### src/rtl/imem_loader.sv
// ---------------------------------------------------------------------------
// imem_loader
//
// Boot-time instruction-memory loader. Receives a byte stream over a
// valid/ready handshake: a 16-bit big-endian word count N followed by N
// big-endian 32-bit instruction words. Each assembled word is written to
// instruction memory with a one-cycle strobe at consecutive word addresses
// starting at BASE_ADDR. The CPU is held frozen until the whole image has
// been written.
//
// Optional feature macro: IMEM_LOADER_CHECKSUM_EN
//   When defined, one trailing checksum byte (XOR of all count and data
//   bytes) is expected after the image. A mismatch aborts the session.
//
// Parameters:
//   ADDR_W     width of mem_addr
//   BASE_ADDR  byte address of the first word (multiple of 4)
//   MAX_WORDS  largest accepted image size in words
//
// Ports:
//   clk           clock, rising edge
//   rst_n         asynchronous active-low reset
//   start         level-sampled session start (IDLE / DONE / ERROR)
//   in_valid      byte present on in_data
//   in_data       stream byte
//   in_ready      loader accepts a byte this cycle
//   mem_we        instruction-memory write strobe, one cycle per word
//   mem_addr      byte address of the word being written
//   mem_wdata     instruction word
//   cpu_hold      high while the CPU must not fetch
//   done          image fully loaded
//   error         session aborted
//   words_loaded  words written in the current session
// ---------------------------------------------------------------------------
module imem_loader #(
    parameter int unsigned        ADDR_W    = 32,
    parameter logic [ADDR_W-1:0]  BASE_ADDR = {ADDR_W{1'b0}},
    parameter int unsigned        MAX_WORDS = 1024
) (
    input  logic              clk,
    input  logic              rst_n,
    input  logic              start,
    input  logic              in_valid,
    input  logic [7:0]        in_data,
    output logic              in_ready,
    output logic              mem_we,
    output logic [ADDR_W-1:0] mem_addr,
    output logic [31:0]       mem_wdata,
    output logic              cpu_hold,
    output logic              done,
    output logic              error,
    output logic [15:0]       words_loaded
);

    typedef enum logic [2:0] {
        ST_IDLE   = 3'd0,
        ST_HDR_HI = 3'd1,
        ST_HDR_LO = 3'd2,
        ST_DATA   = 3'd3,
        ST_WRITE  = 3'd4,
        ST_TAIL   = 3'd5,
        ST_DONE   = 3'd6,
        ST_ERROR  = 3'd7
    } state_t;

    state_t        state_r;
    state_t        state_next_s;
    logic [1:0]    rst_sync_r;
    logic          rst_core_n_s;
    logic          accept_s;
    logic          ready_next_s;
    logic [15:0]   count_r;
    logic [15:0]   count_full_s;
    logic [1:0]    byte_idx_r;
    logic [23:0]   word_r;
    logic [15:0]   words_loaded_r;
    logic          in_ready_r;
    logic          mem_we_r;
    logic [ADDR_W-1:0] mem_addr_r;
    logic [31:0]   mem_wdata_r;
    logic          cpu_hold_r;
    logic          done_r;
    logic          error_r;

`ifdef IMEM_LOADER_CHECKSUM_EN
    logic [7:0]    csum_r;

    // Running XOR checksum over every count and data byte.
    function automatic logic [7:0] csum_update(input logic [7:0] acc,
                                               input logic [7:0] data_byte);
        return acc ^ data_byte;
    endfunction
`endif

    // Reset assertion is asynchronous; release is re-timed to clk so every
    // core flop leaves reset on the same edge.
    always_ff @(posedge clk or negedge rst_n) begin
        if (!rst_n) begin
            rst_sync_r <= 2'b00;
        end else begin
            rst_sync_r <= {rst_sync_r[0], 1'b1};
        end
    end

    assign rst_core_n_s = rst_sync_r[1];

    // in_ready_r mirrors the current state, so a transfer is simply both high.
    assign accept_s     = in_valid && in_ready_r;
    assign count_full_s = {count_r[15:8], in_data};

    // State register.
    always_ff @(posedge clk or negedge rst_core_n_s) begin
        if (!rst_core_n_s) begin
            state_r <= ST_IDLE;
        end else begin
            state_r <= state_next_s;
        end
    end

    // Next-state logic.
    always_comb begin
        state_next_s = state_r;
        case (state_r)
            ST_IDLE, ST_DONE, ST_ERROR: begin
                if (start) begin
                    state_next_s = ST_HDR_HI;
                end else begin
                    state_next_s = state_r;
                end
            end
            ST_HDR_HI: begin
                if (accept_s) begin
                    state_next_s = ST_HDR_LO;
                end else begin
                    state_next_s = ST_HDR_HI;
                end
            end
            ST_HDR_LO: begin
                if (!accept_s) begin
                    state_next_s = ST_HDR_LO;
                end else if (count_full_s == 16'd0) begin
                    state_next_s = ST_TAIL;
                end else if ({16'd0, count_full_s} > 32'(MAX_WORDS)) begin
                    state_next_s = ST_ERROR;
                end else begin
                    state_next_s = ST_DATA;
                end
            end
            ST_DATA: begin
                if (accept_s && (byte_idx_r == 2'd3)) begin
                    state_next_s = ST_WRITE;
                end else begin
                    state_next_s = ST_DATA;
                end
            end
            ST_WRITE: begin
                if ((words_loaded_r + 16'd1) == count_r) begin
                    state_next_s = ST_TAIL;
                end else begin
                    state_next_s = ST_DATA;
                end
            end
            ST_TAIL: begin
`ifdef IMEM_LOADER_CHECKSUM_EN
                if (!accept_s) begin
                    state_next_s = ST_TAIL;
                end else if (in_data == csum_r) begin
                    state_next_s = ST_DONE;
                end else begin
                    state_next_s = ST_ERROR;
                end
`else
                state_next_s = ST_DONE;
`endif
            end
            default: begin
                state_next_s = ST_IDLE;
            end
        endcase
    end

    // in_ready for the state being entered, so the registered copy lines up.
    always_comb begin
        ready_next_s = 1'b0;
        case (state_next_s)
            ST_HDR_HI, ST_HDR_LO, ST_DATA: begin
                ready_next_s = 1'b1;
            end
            ST_TAIL: begin
`ifdef IMEM_LOADER_CHECKSUM_EN
                ready_next_s = 1'b1;
`else
                ready_next_s = 1'b0;
`endif
            end
            default: begin
                ready_next_s = 1'b0;
            end
        endcase
    end

    // Session datapath: header count, byte assembly and word counter.
    always_ff @(posedge clk or negedge rst_core_n_s) begin
        if (!rst_core_n_s) begin
            count_r        <= 16'd0;
            byte_idx_r     <= 2'd0;
            word_r         <= 24'd0;
            words_loaded_r <= 16'd0;
        end else begin
            case (state_r)
                ST_IDLE, ST_DONE, ST_ERROR: begin
                    if (start) begin
                        words_loaded_r <= 16'd0;
                        byte_idx_r     <= 2'd0;
                    end
                end
                ST_HDR_HI: begin
                    if (accept_s) begin
                        count_r <= {in_data, 8'h00};
                    end
                end
                ST_HDR_LO: begin
                    if (accept_s) begin
                        count_r    <= count_full_s;
                        byte_idx_r <= 2'd0;
                    end
                end
                ST_DATA: begin
                    if (accept_s) begin
                        word_r     <= {word_r[15:0], in_data};
                        byte_idx_r <= byte_idx_r + 2'd1;
                    end
                end
                ST_WRITE: begin
                    words_loaded_r <= words_loaded_r + 16'd1;
                end
                default: begin
                    count_r <= count_r;
                end
            endcase
        end
    end

`ifdef IMEM_LOADER_CHECKSUM_EN
    // Checksum accumulator, cleared at each session start.
    always_ff @(posedge clk or negedge rst_core_n_s) begin
        if (!rst_core_n_s) begin
            csum_r <= 8'h00;
        end else if ((state_r == ST_IDLE || state_r == ST_DONE ||
                      state_r == ST_ERROR) && start) begin
            csum_r <= 8'h00;
        end else if (accept_s && (state_r == ST_HDR_HI || state_r == ST_HDR_LO ||
                                  state_r == ST_DATA)) begin
            csum_r <= csum_update(csum_r, in_data);
        end
    end
`endif

    // Registered outputs, derived from the state being entered.
    always_ff @(posedge clk or negedge rst_core_n_s) begin
        if (!rst_core_n_s) begin
            in_ready_r  <= 1'b0;
            mem_we_r    <= 1'b0;
            mem_addr_r  <= BASE_ADDR;
            mem_wdata_r <= 32'd0;
            cpu_hold_r  <= 1'b1;
            done_r      <= 1'b0;
            error_r     <= 1'b0;
        end else begin
            in_ready_r <= ready_next_s;
            cpu_hold_r <= (state_next_s != ST_DONE);
            done_r     <= (state_next_s == ST_DONE);
            error_r    <= (state_next_s == ST_ERROR);
            // WRITE is only ever entered from DATA, so this is a single pulse.
            mem_we_r   <= (state_next_s == ST_WRITE);
            if (state_next_s == ST_WRITE) begin
                mem_addr_r  <= BASE_ADDR + ADDR_W'({words_loaded_r, 2'b00});
                mem_wdata_r <= {word_r, in_data};
            end
        end
    end

    assign in_ready     = in_ready_r;
    assign mem_we       = mem_we_r;
    assign mem_addr     = mem_addr_r;
    assign mem_wdata    = mem_wdata_r;
    assign cpu_hold     = cpu_hold_r;
    assign done         = done_r;
    assign error        = error_r;
    assign words_loaded = words_loaded_r;

endmodule

### config.mk
export PLATFORM = sky130hd
export DESIGN_NAME = imem_loader
export DESIGN_NICKNAME = d
export VERILOG_FILES = /design/src/rtl/imem_loader.sv
export SDC_FILE = /design/constraint.sdc
export NUM_CORES = 1
export LEC_CHECK = 0
export ABC_AREA = 0
export CAP_MARGIN = 20
export CORE_UTILIZATION = 45
export DETAILED_ROUTE_END_ITERATION = 10
export PLACE_DENSITY = 0.76
export SLEW_MARGIN = 20
export SYNTH_ARGS = -nofsm -noshare
export SYNTH_HDL_FRONTEND = slang
export SYNTH_SLANG_ARGS = --single-unit
### constraint.sdc
create_clock -name clk -period 4.2 [get_ports clk]
set_clock_uncertainty 0.05 [all_clocks]
set_input_delay 0.63 -clock clk [delete_from_list [all_inputs] [get_ports clk]]
set_output_delay 0.63 -clock clk [all_outputs]
set_load 0.01 [all_outputs]
* Yosys cells after proc, flatten, opt, wreduce, memory -nomap -nowiden
Index checks and enable logic that the tools add are counted.
Operators by class: add/sub/neg operators 2, bitwise operators 1, equal/unequal tests 20, magnitude comparators 1, divide/modulo/power cells 0, $mul 0, multiplexer cells 18, shift operators 0, reductions and logical operators 14
Operator list (count):
- 16-bit case mux with 2 select lines | 2
- 16-bit 2-to-1 mux | 2
- 3-bit equality test, second input constant | 7
- 3-bit 2-to-1 mux | 6
- 3-bit case mux with 6 select lines | 1
- 16-bit by 1-bit adder with 16-bit output, second input constant | 1
- 16-bit equality test | 1
- 16-bit by 11-bit greater-than comparator with 1-bit output, second input constant | 1
- 16-bit zero test | 1
- 3-bit by 2-bit equality test with 1-bit output, second input constant | 4
- 2-bit 2-to-1 mux | 4
- 8-bit 2-to-1 mux | 1
- 2-bit != test, second input constant | 4
- 3-bit by 1-bit equality test with 1-bit output, second input constant | 2
- 2-bit case mux with 3 select lines | 1
- 3-bit AND reduction | 2
- 3-bit OR reduction | 2
- 2-bit AND reduction | 2
- 4-bit AND reduction | 1
- 2-bit nonzero test | 2
- 3-bit zero test | 1
- 3-bit != test, second input constant | 1
- 3-bit nonzero test | 1
- 2-bit by 1-bit adder with 2-bit output, second input constant | 1
- other kinds (4) | 5
Storage, ports and cells: output and inout port bits 85, RAM bits 0, bits of input ports 12, register bits 116, memories 0, logic and storage cells 70, latch bits 0, ROM bits 0

* Logic depth before layout (Yosys ltp)
word-level depth 8, depth in mapped cells 8, mapped depth without buffers 7

* Worst setup path before layout
OpenSTA, ideal clock, no wires.
path kind register to register, from register words_loaded_r[0], in the netlist words_loaded[0], to register state_r[1], path slack 1.763 ns, data required time 4.026 ns, setup time 0.124 ns, data arrival time 2.263 ns, stages on the path, launching flop included 9, period minus slack after synthesis 2.437 ns, cells stage by stage dfrtp_1 ha_1 nand3_1 clkbuf_1 a21boi_0 o32a_1 a2111o_1 or2_1 o31a_1
On the way: longest elaborated chain between the ends 4
Ends and longest elaborated chain:
- from (decl) | RTL line 76 | logic [15:0] words_loaded_r;
- from (signal assigned) | RTL line 235 | words_loaded_r <= words_loaded_r + 16'd1;
- 16-bit by 1-bit adder with 16-bit output | RTL line 157 | if ((words_loaded_r + 16'd1) == count_r) begin
- 16-bit equality test | RTL line 157
- 3-bit 2-to-1 mux | RTL line 157
- 3-bit case mux with 6 select lines | RTL line 123 | case (state_r)
- net state_next_s[1] | RTL line 67 | state_t state_next_s;
- to (signal assigned) | RTL line 116 | state_r <= state_next_s;
- to (decl) | RTL line 66 | state_t state_r;
The timed path passes the listed nets, and every way through them passes these cells. A chain may end at the register's enable or synchronous reset.

* Final worst setup path
Ends and elaborated chain as after synthesis.

==> metrics.log <==
INFO  metric outcome = complete, no violations
INFO  metric cts_made_buffers = 17
INFO  metric ys_dominant_reg_cell = sky130_fd_sc_hd__dfrtp_1
INFO  metric cts_post_setup_buffers_inserted = 0
INFO  metric slew_headroom = 0.4323
INFO  metric critPathArrivalTime = 3.18 ns
INFO  metric syn_inst = 457
INFO  metric detail_route.vias_per_cell = 5.531
INFO  metric power.static_leakage = 3.067 nW
INFO  metric dpl.hpwl = 7701 um
INFO  metric grt_antenna_before_repair = 0
INFO  metric p_int = 2.862 mW
INFO  metric cts_sinks = 116
INFO  metric drc_errors_left = 0
INFO  metric min_from = rst_sync_r[0]
INFO  metric floorplan.die.width = 110.6 um
INFO  metric grt.overflow.total = 0
INFO  metric mostFrequentLayoutCells = 114 x sky130_fd_sc_hd__dfrtp_1, 80 x sky130_fd_sc_hd__clkdlybuf4s50_1, 71 x sky130_fd_sc_hd__mux2_2
INFO  metric final_cell_count_no_fill = 691
INFO  metric clkSlewWorstSetupHoldPaths = 0.06 ns
INFO  metric cts_max_level = 4
INFO  metric yosys.area.top_type = sky130_fd_sc_hd__dfrtp_1
INFO  metric die_h = 110.6 um
INFO  metric crit-reg2reg-launch = words_loaded[0]
INFO  metric rsz0062_at_grt = no
INFO  metric cap_viol_max_count = 0
INFO  metric final_net_count = 549
INFO  metric synthTopCellsByArea = sky130_fd_sc_hd__dfrtp_1 54%, sky130_fd_sc_hd__mux2_2 15%, sky130_fd_sc_hd__o21ai_0 3.7%
INFO  metric synth-async-reset-ratio = 1.000
INFO  metric number_of_global_route_vias_before_repair = 3834
INFO  metric timing_worst_slew_pin_value = 0.8516 ns
INFO  metric port_buffers = 80
INFO  metric end_of_the_worst_register_to_register_path = state_r[1]
INFO  metric post-route-util = 0.5906
INFO  metric routedWlPerCell = 16.90 um
INFO  metric number_of_distinct_standard_cells_referenced_by_the_synthesized_netlist = 55
INFO  metric cts_buffer_depth = 2
INFO  metric final-max-slew-violation-count = 0
INFO  metric startpoint_type = flip-flop
INFO  metric first_pass_grt_wire_length = 19390 um
INFO  metric hold_path.class = flip-flop to flip-flop
INFO  metric drt_wl_total = 11680 um
INFO  metric timing_hold_violations_final = 0
INFO  metric place.gp.congestion = 0.8270
INFO  metric setup_violators_final = 0
INFO  metric ios = 97
INFO  metric cts.root.buffer_cell = sky130_fd_sc_hd__clkbuf_16
INFO  metric most_common_cell_after_layout_fill_and_taps_aside = sky130_fd_sc_hd__dfrtp_1
INFO  metric number_of_synthesized_register_bits = 116
INFO  metric timing.reg2reg.worst_path_depth = 7
INFO  metric yosysSeqAreaShare = 0.5471
INFO  metric fin_setup_tns = 0 ns
INFO  metric start_util = 0.4628
INFO  metric drt-pass1-iter-count = 7
INFO  metric fmax = 0.3398 GHz
INFO  metric layout_min_cycle_time = 2.943 ns
INFO  metric cts_hold_buf = 0
INFO  metric sw_frac_of_total = 0.3118
INFO  metric criticalPathCategory = flip-flop to flip-flop
INFO  metric grt_max_degree = 69
INFO  metric cts.repair.resized = 0
INFO  metric placed_cells_incl_taps = 659
INFO  metric clock_power_share = 0.350
INFO  metric layout_setup_ws = 1.257 ns
INFO  metric syn_avg_cell_area = 11.61 um^2
INFO  metric crit_required = 4.44 ns
INFO  metric ir_drop = 0.3194 mV
INFO  metric power.net_switching = 1.297 mW
INFO  metric seq_power_share = 0.406
INFO  metric setup.reg_to_reg.worst_slack = 1.26 ns
INFO  metric cellPowerDensity = 614.0 nW/um^2
INFO  metric cts_tree = yes
INFO  metric die_area = 12230 um^2
INFO  metric detailedPlace.worstSlack = 1.130 ns
INFO  metric route.vias.total = 3822
INFO  metric insertedDiodeCount = 0
INFO  metric placeableCoreArea = 11470 um^2
INFO  metric post_syn_area = 5308 um^2
INFO  metric first_iter_violations = 251
INFO  metric post-route-period-util = 0.7007
INFO  metric ant_nets = 0
INFO  metric fp_rows = 39
INFO  metric yosysWarningCount = 0
INFO  metric synth_enable_flop_cells = 0
INFO  metric syn_to_final_growth = 27.60%
INFO  metric aggregate_global_route_resource_usage = 0.2004
INFO  metric critical_path.max_fanout = 11
INFO  metric clkLatencyLatePin = 0.41 ns
INFO  metric synthDominantCellAreaShare = 0.5422
INFO  metric hold_path_depth = 0
INFO  metric combPwrFrac = 0.244
INFO  metric drive_above_1_share = 0.2190
INFO  metric worst_hold_path.endpoint = rst_sync_r[1]
INFO  metric holdWs = 0.3031 ns
INFO  metric crit_end_category = flip-flop
[worst max-delay path: stages (launching register included)]
cell and delay (ns):
sky130_fd_sc_hd__dfrtp_1 0.54, sky130_fd_sc_hd__ha_1 0.30, sky130_fd_sc_hd__nand3_1 0.37, sky130_fd_sc_hd__nor4_1 0.68, sky130_fd_sc_hd__xnor2_1 0.19, sky130_fd_sc_hd__nand4_1 0.15, sky130_fd_sc_hd__or2_1 0.25, sky130_fd_sc_hd__o31a_1 0.29
[power groups by stage]
stage	logic, mW	clock network [mW]	registers [mW]
finish	1.02	1.45	1.69
detailed placement	1.00	0	1.70
global route	1.11	1.53	1.74
CTS	1.02	1.48	1.69
global placement	0.969	0	1.68
floorplan	0.682	0	1.63
[layout make-up]
type,count,area [um^2]
multi-input combinational,308,2222
clock buffer,18,439.2
sequential,116,2908
clock inverter,14,163.9
fill,913,4695
timing repair buffer,84,830.8
inverter,8,30.03
tap,143,178.9
[cell usage after synthesis (6+ instances only)]
cell type / number
sky130_fd_sc_hd__xor2_1: 8
sky130_fd_sc_hd__nor4_1: 10
sky130_fd_sc_hd__clkbuf_1: 19
sky130_fd_sc_hd__nor2_1: 17
sky130_fd_sc_hd__nand4_1: 8
sky130_fd_sc_hd__nand2_1: 44
sky130_fd_sc_hd__a21oi_1: 6
sky130_fd_sc_hd__inv_1: 8
sky130_fd_sc_hd__o21ai_0: 39
sky130_fd_sc_hd__dfrtp_1: 115
sky130_fd_sc_hd__a22o_1: 9
sky130_fd_sc_hd__mux2_2: 71
sky130_fd_sc_hd__xnor2_1: 13
sky130_fd_sc_hd__nor3_1: 7
sky130_fd_sc_hd__buf_4: 16
sky130_fd_sc_hd__nand3_1: 11
[logic make-up (layout without fill, tap and decap cells)]
group                      after synthesis  count (layout)  synth area share
adders and majority gates                2               2          0.004714
xor gates and xnor gates                22              22           0.03961
muxes                                   72              72            0.1525
other                                    2              17          0.001415
buffers and inverters                   48             124           0.04644
AOI/OAI and AO/OA                       79              79           0.09619
and+or+nand+nor                        116             116            0.1120
DFF                                    116             116            0.5471
[flip-flops by register name, indices dropped and copies added (netlist names)]
register / cells
done: 1
mem_wdata: 32
in_ready: 1
words_loaded: 16
error: 1
count_r: 16
mem_we: 1
state_r: 3
cpu_hold: 1
mem_addr: 16
rst_sync_r: 2
byte_idx_r: 2
word_r: 24
[worst max path at each step]
stage                     from            end  slack, ns  cells after the start
2_1_floorplan    rst_sync_r[1]  byte_idx_r[0]       0.68                      0
3_3_place_gp          in_valid  mem_wdata[20]       1.19                      7
3_5_place_dp          in_valid   mem_wdata[4]       1.13                      7
4_1_cts        words_loaded[0]     state_r[1]       1.31                      7
5_1_grt        words_loaded[0]     state_r[1]       1.05                      7
6_report       words_loaded[0]     state_r[1]       1.26                      7
[per-layer routing]
layer	GRT usage	part of all wire	wire (um)	vias up
met5	0	0	0	-
met4	0.06667	0.013	157	0
met3	0.04555	0.047	549	17
met2	0.3197	0.48	5641	138
met1	0.2709	0.46	5328	1901
li1	-	-	-	1766
[through the flow]
stage          cell area, um^2  total power, mW
5_1_grt                   6773            4.381
3_5_place_dp              6170            2.701
4_1_cts                   6773            4.185
2_1_floorplan             5364            2.315
3_3_place_gp              6170            2.652
6_report                  6773            4.158
Power figures use the tool's default switching activity.
